$ cat src/rtl/calc_ctrl.sv
// Calculator control FSM: decodes keypad commands into single-cycle datapath pulses
// and runs multiplication as repeated addition of A, counted down from B.
module calc_ctrl #(
    parameter int MAX_DIGITS = 8,
    parameter int WIDTH      = 27
) (
    input  logic             clock,
    input  logic             reset,
    input  logic [3:0]       cmd,
    input  logic             cmd_valid,
    input  logic [WIDTH-1:0] b_value,
    input  logic             dp_ovf,
    output logic             dp_clear,
    output logic             dp_push_digit,
    output logic             dp_pop_digit,
    output logic [3:0]       dp_digit,
    output logic             dp_sel_b,
    output logic [1:0]       dp_op,
    output logic             dp_exec,
    output logic             dp_acc_init,
    output logic             dp_acc_step,
    output logic             dp_result_load,
    output logic             busy,
    output logic [1:0]       status
);

    localparam int CW = $clog2(MAX_DIGITS + 1);

    localparam logic [3:0] CMD_ADD   = 4'd10;
    localparam logic [3:0] CMD_SUB   = 4'd11;
    localparam logic [3:0] CMD_MUL   = 4'd12;
    localparam logic [3:0] CMD_EQ    = 4'd13;
    localparam logic [3:0] CMD_BACK  = 4'd14;
    localparam logic [3:0] CMD_CLEAR = 4'd15;

    localparam logic [1:0] OP_ADD = 2'd0;
    localparam logic [1:0] OP_SUB = 2'd1;
    localparam logic [1:0] OP_MUL = 2'd2;

    typedef enum logic [2:0] {
        WAIT_A, WAIT_B, EXEC, MUL_INIT, MUL, SHOW, ERROR
    } state_t;

    state_t            state_reg, state_next;
    logic [CW-1:0]     count_reg, count_next;
    logic [WIDTH-1:0]  mul_cnt_reg, mul_cnt_next;
    logic [1:0]        op_reg, op_next;
    logic [3:0]        digit_reg, digit_next;
    logic              clear_reg, clear_next;
    logic              push_reg, push_next;
    logic              pop_reg, pop_next;
    logic              exec_reg, exec_next;
    logic              init_reg, init_next;
    logic              step_reg, step_next;
    logic              load_reg, load_next;
    logic              sel_b_reg, sel_b_next;
    logic              busy_reg, busy_next;
    logic [1:0]        status_reg, status_next;

    logic       is_digit, is_oper;
    logic [1:0] cmd_op;

    assign is_digit = cmd_valid && (cmd <= 4'd9);
    assign is_oper  = cmd_valid && (cmd == CMD_ADD || cmd == CMD_SUB || cmd == CMD_MUL);
    assign cmd_op   = (cmd == CMD_SUB) ? OP_SUB : (cmd == CMD_MUL) ? OP_MUL : OP_ADD;

    always_ff @(posedge clock) begin
        if (reset) begin
            state_reg   <= WAIT_A;
            count_reg   <= '0;
            mul_cnt_reg <= '0;
            op_reg      <= OP_ADD;
            digit_reg   <= '0;
            clear_reg   <= 1'b0;
            push_reg    <= 1'b0;
            pop_reg     <= 1'b0;
            exec_reg    <= 1'b0;
            init_reg    <= 1'b0;
            step_reg    <= 1'b0;
            load_reg    <= 1'b0;
            sel_b_reg   <= 1'b0;
            busy_reg    <= 1'b0;
            status_reg  <= 2'd0;
        end else begin
            state_reg   <= state_next;
            count_reg   <= count_next;
            mul_cnt_reg <= mul_cnt_next;
            op_reg      <= op_next;
            digit_reg   <= digit_next;
            clear_reg   <= clear_next;
            push_reg    <= push_next;
            pop_reg     <= pop_next;
            exec_reg    <= exec_next;
            init_reg    <= init_next;
            step_reg    <= step_next;
            load_reg    <= load_next;
            sel_b_reg   <= sel_b_next;
            busy_reg    <= busy_next;
            status_reg  <= status_next;
        end
    end

    always_comb begin
        state_next   = state_reg;
        count_next   = count_reg;
        mul_cnt_next = mul_cnt_reg;
        op_next      = op_reg;
        digit_next   = digit_reg;
        clear_next   = 1'b0;
        push_next    = 1'b0;
        pop_next     = 1'b0;
        exec_next    = 1'b0;
        init_next    = 1'b0;
        step_next    = 1'b0;
        load_next    = 1'b0;

        if (cmd_valid && cmd == CMD_CLEAR) begin
            clear_next   = 1'b1;
            state_next   = WAIT_A;
            count_next   = '0;
            mul_cnt_next = '0;
            op_next      = OP_ADD;
        end else begin
            case (state_reg)
                WAIT_A, WAIT_B: begin
                    if (is_digit) begin
                        if (count_reg < CW'(MAX_DIGITS)) begin
                            push_next  = 1'b1;
                            digit_next = cmd;
                            count_next = count_reg + CW'(1);
                        end
                    end else if (cmd_valid && cmd == CMD_BACK) begin
                        if (count_reg != '0) begin
                            pop_next   = 1'b1;
                            count_next = count_reg - CW'(1);
                        end
                    end else if (is_oper) begin
                        op_next    = cmd_op;
                        state_next = WAIT_B;
                        if (state_reg == WAIT_A) count_next = '0;
                    end else if (cmd_valid && cmd == CMD_EQ && state_reg == WAIT_B) begin
                        if (op_reg == OP_MUL) begin
                            state_next = MUL_INIT;
                            init_next  = 1'b1;
                        end else begin
                            state_next = EXEC;
                            exec_next  = 1'b1;
                        end
                    end
                end
                EXEC: begin
                    if (dp_ovf) begin
                        state_next = ERROR;
                    end else begin
                        state_next = SHOW;
                        load_next  = 1'b1;
                    end
                end
                MUL_INIT: begin
                    // The counter holds the steps still to issue, including the one in flight.
                    mul_cnt_next = b_value;
                    if (b_value == '0) begin
                        state_next = SHOW;
                        load_next  = 1'b1;
                    end else begin
                        state_next = MUL;
                        step_next  = 1'b1;
                    end
                end
                MUL: begin
                    if (dp_ovf) begin
                        state_next = ERROR;
                    end else begin
                        mul_cnt_next = mul_cnt_reg - WIDTH'(1);
                        if (mul_cnt_reg == WIDTH'(1)) begin
                            state_next = SHOW;
                            load_next  = 1'b1;
                        end else begin
                            step_next = 1'b1;
                        end
                    end
                end
                SHOW: begin
                    if (is_digit) begin
                        clear_next = 1'b1;
                        push_next  = 1'b1;
                        digit_next = cmd;
                        count_next = CW'(1);
                        state_next = WAIT_A;
                    end else if (is_oper) begin
                        op_next    = cmd_op;
                        count_next = '0;
                        state_next = WAIT_B;
                    end
                end
                default: ;
            endcase
        end

        busy_next  = (state_next == EXEC) || (state_next == MUL_INIT) || (state_next == MUL);
        sel_b_next = busy_next || (state_next == WAIT_B);
        case (state_next)
            ERROR:   status_next = 2'd2;
            SHOW:    status_next = 2'd3;
            default: status_next = busy_next ? 2'd1 : 2'd0;
        endcase
    end

    assign dp_clear       = clear_reg;
    assign dp_push_digit  = push_reg;
    assign dp_pop_digit   = pop_reg;
    assign dp_digit       = digit_reg;
    assign dp_sel_b       = sel_b_reg;
    assign dp_op          = op_reg;
    assign dp_exec        = exec_reg;
    assign dp_acc_init    = init_reg;
    assign dp_acc_step    = step_reg;
    assign dp_result_load = load_reg;
    assign busy           = busy_reg;
    assign status         = status_reg;

endmodule

$ cat config.mk
export PLATFORM = sky130hd
export DESIGN_NAME = calc_ctrl
export DESIGN_NICKNAME = d
export VERILOG_FILES = /design/src/rtl/calc_ctrl.sv
export SDC_FILE = /design/constraint.sdc
export NUM_CORES = 1
export LEC_CHECK = 0
export CAP_MARGIN = 20
export CORE_UTILIZATION = 50
export DETAILED_ROUTE_END_ITERATION = 10
export PLACE_DENSITY = 0.78
export SLEW_MARGIN = 10
export SYNTH_ARGS = -nofsm -noshare
export SYNTH_HDL_FRONTEND = slang
export SYNTH_SLANG_ARGS = --single-unit
$ cat constraint.sdc
create_clock -name clock -period 4.48 [get_ports clock]
set_clock_uncertainty 0.2 [all_clocks]
set_input_delay 1.12 -clock clock [delete_from_list [all_inputs] [get_ports clock]]
set_output_delay 1.12 -clock clock [all_outputs]
set_load 0.05 [all_outputs]
==> flow_summary.yaml, run 1 <==
status:
  status: "finished clean"
logic_synthesis:
  synth_seq_area_share_pct: 34.26
  syn_inst: 389
  synth_edf_count: 0
  ys_async_sr_fraction_pct: 0
  synth_cell_types: 58
  syn-num-nets: 429
  ys.flop_type: "dfxtp_1"
  ys_seq_elements: 51
  synth_top_cell_by_area: "dfxtp_1"
  yosysWarnings: 0
  syn_area_sq_mm: 0.002980
  synth_area_leaders: "dfxtp_1, nor2_1, o21ai_0"
  synth.avg_cell_area_sq_um: 7.662
  netlist.area_leader.share_pct: 34.26
global_route:
  grt_antenna_before_repair: 0
  track_usage_pct: 26.72
  grt_pass1_wl_mm: 13.25
  gr-total-overflow: 0
  grt_max_degree: 43
  grt_pass1_vias: 2825
timing:
  period_needed_ns: 3.458
  hold_viol: 0
  tightest_slew_ns: 1.022
  drv_slew: 0
  fin_crit_sh_pct: 77.20
  tns_ns: 0
  fmax_ghz: 0.2892
  setup_viol: 0
  rsz0062_at_grt: "no"
  timing.slew.headroom_pct: 31.69
worst_setup_path:
  worstRegToRegCells: 5
  path_class: "primary input to register"
  critical_path.top_delay_family: "simple AND/OR/NAND/NOR gates"
  rr_endpoint: "mul_cnt_reg[23]"
  worst_ep_arrival_time_ns: 3.53
  crit_buf_inv: 1
  crit_path_max_fanout: 14
  end_kind: "register"
  cp_slowest_cell: "clkdlybuf4s50_1"
  slowest_delay_ns: 0.59
  r2r_slack_ns: 1.69
  cp_cell_sequence: "clkdlybuf4s50_1, and3_1, and3_1, or2_2, nor3b_1, nor3b_1, or3b_1"
  required_ns: 4.55
  cp-start-kind: "primary input"
  reg2reg_from: "state_reg[1]"
floorplan:
  start_util_pct: 52.83
  die_area_sq_mm: 0.006273
  top_level_ports: 52
  die_h_microns: 79.21
  rows: 27
  fp.coreArea_sq_mm: 0.005642
  die_w_microns: 79.21
finish:
  nets: 465
  diodes: 0
  largest_reg_flops: 27
  area_growth_pct: 21.20
  final_layout_size_suffix_gt1_share_pct: 6.103
  finalNonFillerCells: 498
clock_network:
  clkSinkCount: 51
  post_cts_buffers: 0
  cts_hold_buffers: 0
  cts_tree: "built"
  cts_root_buf: "clkbuf_8"
  cts_resized: 0
  cts.path.max_buffers: 2
  clk_latency_ns: 0.32
  clkTransAtPathRegs_ns: 0.10
  h-tree-depth: 2
  cts_buffers: 5
drt:
  drc: 0
  routed-wl-met3_microns: 531
  wirelength_met1_mm: 3.686
  vias_per_cell: 6.173
  highest_layer: "met4"
  drt-pass1-iter-count: 5
  vias: 3074
  antenna_left: 0
  drt-initial-drc-count: 259
  wire_per_inst_microns: 15.82
  route.final.wire_length_mm: 7.880
  wl_met2_mm: 3.500
min_path:
  min_from: "mul_cnt_reg[11]"
  hold_class: "register to register"
  holdPathEnd: "mul_cnt_reg[11]"
  hold_path_depth: 2
power_and_ir_drop:
  p_seq_share_pct: 49.9
  combPwrFrac_pct: 20.7
  clock_power_share_pct: 29.4
  intPower_mw: 0.6599
  ir_worst_vdd_mv: 0.2066
  power_switching_mw: 0.2884
  p_per_area_mw_per_mm2: 262.5
  switching_share_pct: 30.41
  leakage_nw: 1.385
placed_design:
  dp_cells: 490
  gp_congestion: 0.8937
  detailed_place_hpwl_mm: 5.609
  port_buffers: 51
job:
  maxCapViolCount: 0
worst max-delay path by stage:
stage | from | end | cells past startpoint
final | cmd_valid | dp_sel_b | 7
after global routing | cmd[1] | status[1] | 7
after CTS | cmd_valid | dp_sel_b | 7
after detailed placement | cmd[1] | status[1] | 7
after global placement | cmd[1] | status[1] | 7
after floorplan | cmd[0] | count_reg[3] | 7
power by group through the flow:
stage                     clock network [mW]  logic [mW]  registers [mW]
after global routing                   0.308       0.216           0.475
after detailed placement                   0       0.194           0.484
after floorplan                            0       0.112           0.495
after global placement                     0       0.191           0.483
after CTS                              0.284       0.195           0.473
final                                  0.279       0.196           0.473
metal layers:
metal,GRT usage (%),vias to the layer above
met1,37.63,1430
met3,4.598,14
met4,11.27,0
met5,0,-
li1,-,1522
met2,39.74,108
cell usage after synthesis (all sizes together), types with 6 or more instances:
master and n:
nor2 44, o21ai 31, clkbuf 25, nand2 35
nor3 21, nand4 6, a211oi 9, nand3 9
mux2i 8, inv 11, nor4 10, a21oi 25
dfxtp 51
layout make-up:
class	count	area [sq um]
clock buffer	5	68.82
clock inverter	3	23.77
fill	519	2029
inverter	11	41.29
multi-input combinational	300	1819
sequential	51	1021
tap	72	90.09
timing repair buffer	56	548.0
layout by cell type (no fill, tap or decap), types with 3 or more instances in the layout:
master and count:
buf_4 5, a32o_1 5, o21a_1 4, nand3_1 9, clkdlybuf4s50_1 51, o31ai_1 5, nand4_1 6, nand2b_1 3
nor2b_1 4, o211ai_1 3, nor4_1 9, a21oi_1 25, a21o_1 3, o22ai_1 4, nor3b_1 4, a31o_2 3
o21ai_0 31, and3_1 4, dfxtp_1 51, and2_1 5, nor2_1 44, or4_1 3, nand2_1 35, or3_1 4
ha_1 5, a211oi_1 9, mux2i_1 8, clkbuf_8 5, inv_1 11, nor3_1 20, a22oi_1 5
worst reg2reg max path, cell delays in order, from the launching register on:
cell	delay, ns
dfxtp_1	0.51
nor2b_1	0.38
nand2_1	0.21
nand2_1	0.82
o21ai_0	0.26
a32o_1	0.32
cells by family (layout without fill, tap and decap cells):
logic type	Yosys count	after routing	synth area share [%]
AO/OA/AOI/OAI	119	119	26.49
XOR/XNOR	1	1	0.2939
adder cells (fa/ha/maj)	5	5	2.099
buffers and inverters	38	75	4.870
flip-flops	51	51	34.26
multiplexers	9	9	3.065
AND/OR/NAND/NOR	166	166	28.93
metrics by stage:
stage	setup WS, ns	instance area [sq um]	util, %	power (mW)	hold WS (ns)
2_1_floorplan	1.579	2980	-	0.6076	0.2374
3_3_place_gp	0.8795	3520	62.39	0.6744	0.2559
3_5_place_dp	0.7948	3520	62.39	0.6774	0.2609
4_1_cts	1.048	3612	64.03	0.9519	0.2758
5_1_grt	0.8713	3612	64.03	0.9989	0.3115
6_report	1.022	3612	64.03	0.9483	0.2798
Power figures use the tool's default switching activity.
==> inputs of run 2 (changes only) <==
--- a/config.mk
+++ b/config.mk
@@ -6,9 +6,9 @@
 export NUM_CORES = 1
 export LEC_CHECK = 0
 export CAP_MARGIN = 20
-export CORE_UTILIZATION = 50
+export CORE_UTILIZATION = 48
 export DETAILED_ROUTE_END_ITERATION = 10
-export PLACE_DENSITY = 0.78
+export PLACE_DENSITY = 0.79
 export SLEW_MARGIN = 10
 export SYNTH_ARGS = -nofsm -noshare
 export SYNTH_HDL_FRONTEND = slang
==> constraint.sdc (replaced) <==
create_clock -name clock -period 3 [get_ports clock]
set_clock_uncertainty 0.2 [all_clocks]
set_input_delay 0.75 -clock clock [delete_from_list [all_inputs] [get_ports clock]]
set_output_delay 0.75 -clock clock [all_outputs]
set_load 0.05 [all_outputs]
==> run 2 against run 1 <==
Net effect: sequential power grew 49%; via count rose by 5.0%; wire length grew 3.4%.
==> flow_summary.yaml, run 2 (same netlist as run 1, synthesis figures left out) <==
worst_setup_path:
  reg2reg_from: "mul_cnt_reg[20]"
  worstRegToRegCells: 6
  end_kind: "register"
  crit_buf_inv: 1
  cp-start-kind: "primary input"
  rr_endpoint: "dp_sel_b"
  crit_path_max_fanout: 8
  slowest_delay_ns: 0.61
  worst_ep_arrival_time_ns: 2.77
  cp_cell_sequence: "clkdlybuf4s50_1, or3b_2, a21oi_1, o211ai_1, o221ai_1, nor3b_1, or3b_1"
  required_ns: 3.00
  cp_slowest_cell: "clkdlybuf4s50_1"
  worstSetupPathDepth: 7
  critical_path.top_delay_family: "simple AND/OR/NAND/NOR gates"
  path_class: "primary input to register"
  r2r_slack_ns: 0.40
drt:
  vias_per_cell: 6.114
  drt-initial-drc-count: 328
  vias: 3228
  antenna_left: 0
  drc: 0
  route.final.wire_length_mm: 8.147
  drt-pass1-iter-count: 5
  wire_per_inst_microns: 15.43
timing:
  setup_viol: 0
  tightest_slew_ns: 0.6743
  drv_slew: 0
  timing.slew.headroom_pct: 54.94
  holdWs_ns: 0.2849
  hold_viol: 0
  period_needed_ns: 2.773
  rsz0062_at_grt: "no"
  fin_crit_sh_pct: 92.44
  fmax_ghz: 0.3606
global_route:
  gr-usage-met1_pct: 35.33
  track_usage_pct: 25.28
  grtUsageMet2_pct: 39.07
  gr-total-overflow: 0
  grtUsageMet3_pct: 4.607
  grt_pass1_vias: 2803
  grt_pass1_wl_mm: 12.94
  top_usage_layer: "met2"
  grt_antenna_before_repair: 0
  grt_max_degree: 32
finish:
  largest_reg_flops: 27
  fin_area_sq_mm: 0.003864
  finalNonFillerCells: 528
  layout_common_cells: "dfxtp_1, clkdlybuf4s50_1, nor2_1, nand2_1"
  final_layout_size_suffix_gt1_share_pct: 11.70
  area_growth_pct: 29.64
  nets: 492
  diodes: 0
clock_network:
  cts_tree: "built"
  post_cts_buffers: 0
  cts.path.max_buffers: 2
  clk_latency_ns: 0.31
  cts_root_buf: "clkbuf_8"
  clkTransAtPathRegs_ns: 0.09
  cts_buffers: 5
  h-tree-depth: 2
  clkSinkCount: 51
power_and_ir_drop:
  ir_worst_vdd_mv: 0.2164
  p_per_area_mw_per_mm2: 394.0
  leakage_nw: 1.541
  totalPowerFinal_mw: 1.522
min_path:
  min_from: "mul_cnt_reg[25]"
  hold_class: "register to register"
  holdPathEnd: "mul_cnt_reg[25]"
  hold_path_depth: 1
placed_design:
  port_buffers: 51
  dpl_cell_area_sq_mm: 0.003751
  gp_congestion: 0.9194
  detailed_place_hpwl_mm: 5.903
  dp_cells: 520
floorplan:
  die_area_sq_mm: 0.006528
  top_level_ports: 52
  die_h_microns: 80.80
  rows: 28
  start_util_pct: 50.04
  fp.coreArea_sq_mm: 0.005956
  die_w_microns: 80.80
status:
  status: "finished clean"
job:
  maxCapViolCount: 0
## run 2: cell count changes in the layout (fill, tap and decap cells not counted)
| cell | change |
|---|---|
| buf_12 | +2 |
| buf_4 | +25 |
| bufinv_16 | +1 |
| clkinv_2 | +1 |
| clkinv_4 | +1 |
| clkinvlp_4 | -2 |
| inv_6 | -1 |
| o21ai_0 | -1 |
| o21ai_1 | +1 |
## run 2: worst register-to-register path, delay by kind of cell (launching register included)
| kind | cells | cell delay, ns |
|---|---|---|
| flops | 1 | 0.36 |
| simple gates | 6 | 1.94 |
## run 2: timing repair
action	CTS	global route
resized for setup	0	1
hold buffers	0	0
endpoints found under the setup margin	0	2
## run 2: worst max path at each step
stage | from | end | slack, ns
after detailed placement | cmd[2] | status[1] | -0.09
after floorplan | cmd[0] | count_reg[3] | 0.47
final | cmd[2] | dp_sel_b | 0.23
after global placement | cmd[2] | status[1] | -0.03
after CTS | cmd[2] | status[1] | 0.22
after global routing | cmd[2] | status[1] | 0.10
## run 2: layer usage
layer | vias to the layer above | routed length (microns) | part of all wire [%]
li1 | 1573 | - | -
met4 | 0 | 168 | 2.1
met1 | 1489 | 3784 | 46
met5 | - | 0 | 0
met2 | 144 | 3576 | 44
met3 | 22 | 617 | 7.6
## run 2: cell type report
class | count | area, sq um
fill | 534 | 2092
multi-input combinational | 300 | 1819
sequential | 51 | 1021
timing repair buffer | 83 | 775.7
tap | 75 | 93.84
clock buffer | 5 | 68.82
clock inverter | 3 | 43.79
inverter | 11 | 41.29
## run 2: stage by stage
stage	worst slack [ns]	utilization [%]	setup TNS (ns)
finish	0.2269	64.87	0
global route	0.1016	64.87	0
CTS	0.2211	64.87	0
detailed placement	-0.09395	62.98	-0.1890
global placement	-0.03487	62.98	-0.03487
floorplan	0.4689	-	0
## run 2: where the power goes
part,internal [mW],total [mW],switching [mW]
combinational,0.151,0.327,0.176
clock,0.249,0.489,0.240
sequential,0.692,0.706,0.0144
==> inputs of run 3 (changes only) <==
==> constraint.sdc (replaced) <==
create_clock -name clock -period 3 [get_ports clock]
set_clock_uncertainty 0.2 [all_clocks]
set_input_delay 0.45 -clock clock [delete_from_list [all_inputs] [get_ports clock]]
set_output_delay 0.45 -clock clock [all_outputs]
set_load 0.05 [all_outputs]
==> run 3 against run 2 <==
Net effect: die area unchanged; sequential share of layout area increased by 0.92 points; hold slack about the same; fmax increased by 2.6%; count of clock-buffer cells in the layout unchanged; sequential power about the same; cell count decreased by 2.7%; design area decreased by 3.4%; flip-flop and latch count unchanged; via count decreased by 2.9%; largest power group unchanged.
==> flow_summary.yaml, run 3 (same netlist as run 1, synthesis figures left out) <==
status:
  status: "finished clean"
worst_setup_path:
  cp_cell_sequence: "clkdlybuf4s50_1, o21ai_0, nand2_1, a22oi_1, o221ai_1, o21bai_1, mux2_2"
  rr_endpoint: "dp_sel_b"
  path_class: "primary input to register"
  slowest_delay_ns: 0.58
  r2r_slack_ns: 0.41
  crit_path_max_fanout: 13
  reg2reg_from: "mul_cnt_reg[20]"
  crit_path_end: "status[1]"
  cp-startpoint: "cmd[1]"
  worst_ep_arrival_time_ns: 2.70
  required_ns: 3.00
  cp-start-kind: "primary input"
  worstRegToRegCells: 6
  end_kind: "register"
  cp_slowest_cell: "clkdlybuf4s50_1"
job:
  maxCapViolCount: 0
finish:
  largest_reg_flops: 27
  layout_common_cells: "dfxtp_1, clkdlybuf4s50_1, nor2_1, nand2_1, o21ai_0"
  final_layout_size_suffix_gt1_share_pct: 8.884
  area_growth_pct: 25.27
  fillCellCount: 524
  nets: 478
  diodes: 0
  final_util_pct: 62.69
timing:
  fin_crit_sh_pct: 90.11
  period_needed_ns: 2.703
  fmax_ghz: 0.3699
  holdWs_ns: 0.2849
  drv_slew: 0
  hold_viol: 0
  final.setup.worst_slack_ns: 0.2968
  rsz0062_at_grt: "no"
  tns_ns: 0
  setup_viol: 0
  tightest_slew_ns: 0.7351
  timing.slew.headroom_pct: 50.87
global_route:
  grt_pass1_vias: 2802
  gr-total-overflow: 0
  grt_max_degree: 31
  grt_antenna_before_repair: 0
  track_usage_pct: 25.16
  grt_pass1_wl_mm: 12.92
floorplan:
  rows: 28
  fp.coreArea_sq_mm: 0.005956
  start_util_pct: 50.04
  die_w_microns: 80.80
  die_h_microns: 80.80
  die_area_sq_mm: 0.006528
  top_level_ports: 52
drt:
  drt-pass1-iter-count: 4
  vias_per_cell: 6.095
  antenna_left: 0
  drc: 0
  route.final.wire_length_mm: 7.850
  vias: 3133
  drt-initial-drc-count: 318
  wire_per_inst_microns: 15.27
power_and_ir_drop:
  leakage_nw: 1.465
  ir_worst_vdd_mv: 0.2974
  p_per_area_mw_per_mm2: 400.3
  totalPowerFinal_mw: 1.495
clock_network:
  cts_root_buf: "clkbuf_8"
  post_cts_buffers: 0
  h-tree-depth: 2
  cts_resized: 0
  cts_hold_buffers: 0
  clkTransAtPathRegs_ns: 0.09
  cts.path.max_buffers: 2
  clkSinkCount: 51
  clk_latency_ns: 0.31
  cts_buffers: 5
  cts_tree: "built"
placed_design:
  gp_congestion: 0.9093
  detailed_place_hpwl_mm: 5.824
  port_buffers: 51
  pre_cts_ws_ns: 0.02558
min_path:
  hold_path_depth: 2
  hold_class: "register to register"
## run 3: cell count changes in the layout (fill, tap and decap cells not counted)
cell | before | now
buf_12 | 2 | 0
buf_4 | 30 | 18
o21ai_0 | 30 | 31
o21ai_1 | 1 | 0
## run 3: layer usage
metal | track usage (%) | vias up | share of wire, %
met2 | 39.41 | 116 | 46
met4 | 7.500 | 0 | 1.7
met1 | 34.78 | 1455 | 46
met5 | 0 | - | 0
li1 | - | 1549 | -
met3 | 5.056 | 13 | 6.7
## run 3: power breakdown
| part | internal, mW | leakage, nW | total (mW) | switching (mW) |
|---|---|---|---|---|
| combinational | 0.138 | 0.994 | 0.309 | 0.171 |
| clock | 0.249 | 0.0581 | 0.480 | 0.231 |
| sequential | 0.692 | 0.412 | 0.706 | 0.0143 |
## run 3: stage by stage
step           instance area, sq um  cells
4_1_cts                        3734    514
3_5_place_dp                   3621    506
6_report                       3734    514
3_3_place_gp                   3621    506
2_1_floorplan                  2980    389
5_1_grt                        3734    514
## run 3: worst min-delay path by stage
stage,startpoint,end,slack [ns]
after global placement,mul_cnt_reg[25],mul_cnt_reg[25],0.25
final,mul_cnt_reg[11],mul_cnt_reg[11],0.28
after CTS,mul_cnt_reg[11],mul_cnt_reg[11],0.28
after global routing,mul_cnt_reg[25],mul_cnt_reg[25],0.31
after detailed placement,mul_cnt_reg[11],mul_cnt_reg[11],0.27
after floorplan,mul_cnt_reg[25],mul_cnt_reg[25],0.24
## run 3: area by class of cell
cell class | instances | area, sq um | share of cell area, %
clock inverters | 3 | 43.79 | 1.173
multi-input cells | 300 | 1819 | 48.73
well taps | 75 | 93.84 | 2.513
clock buffers | 5 | 68.82 | 1.843
inverters | 11 | 41.29 | 1.106
repair buffers | 69 | 645.6 | 17.29
flip-flops and latches | 51 | 1021 | 27.35
## run 3: worst max-delay path, delay by kind of cell
family	cells	cell delay, ns
compound gates	4	1.13
buf+inv	1	0.58
mux	1	0.36
simple gates	1	0.18
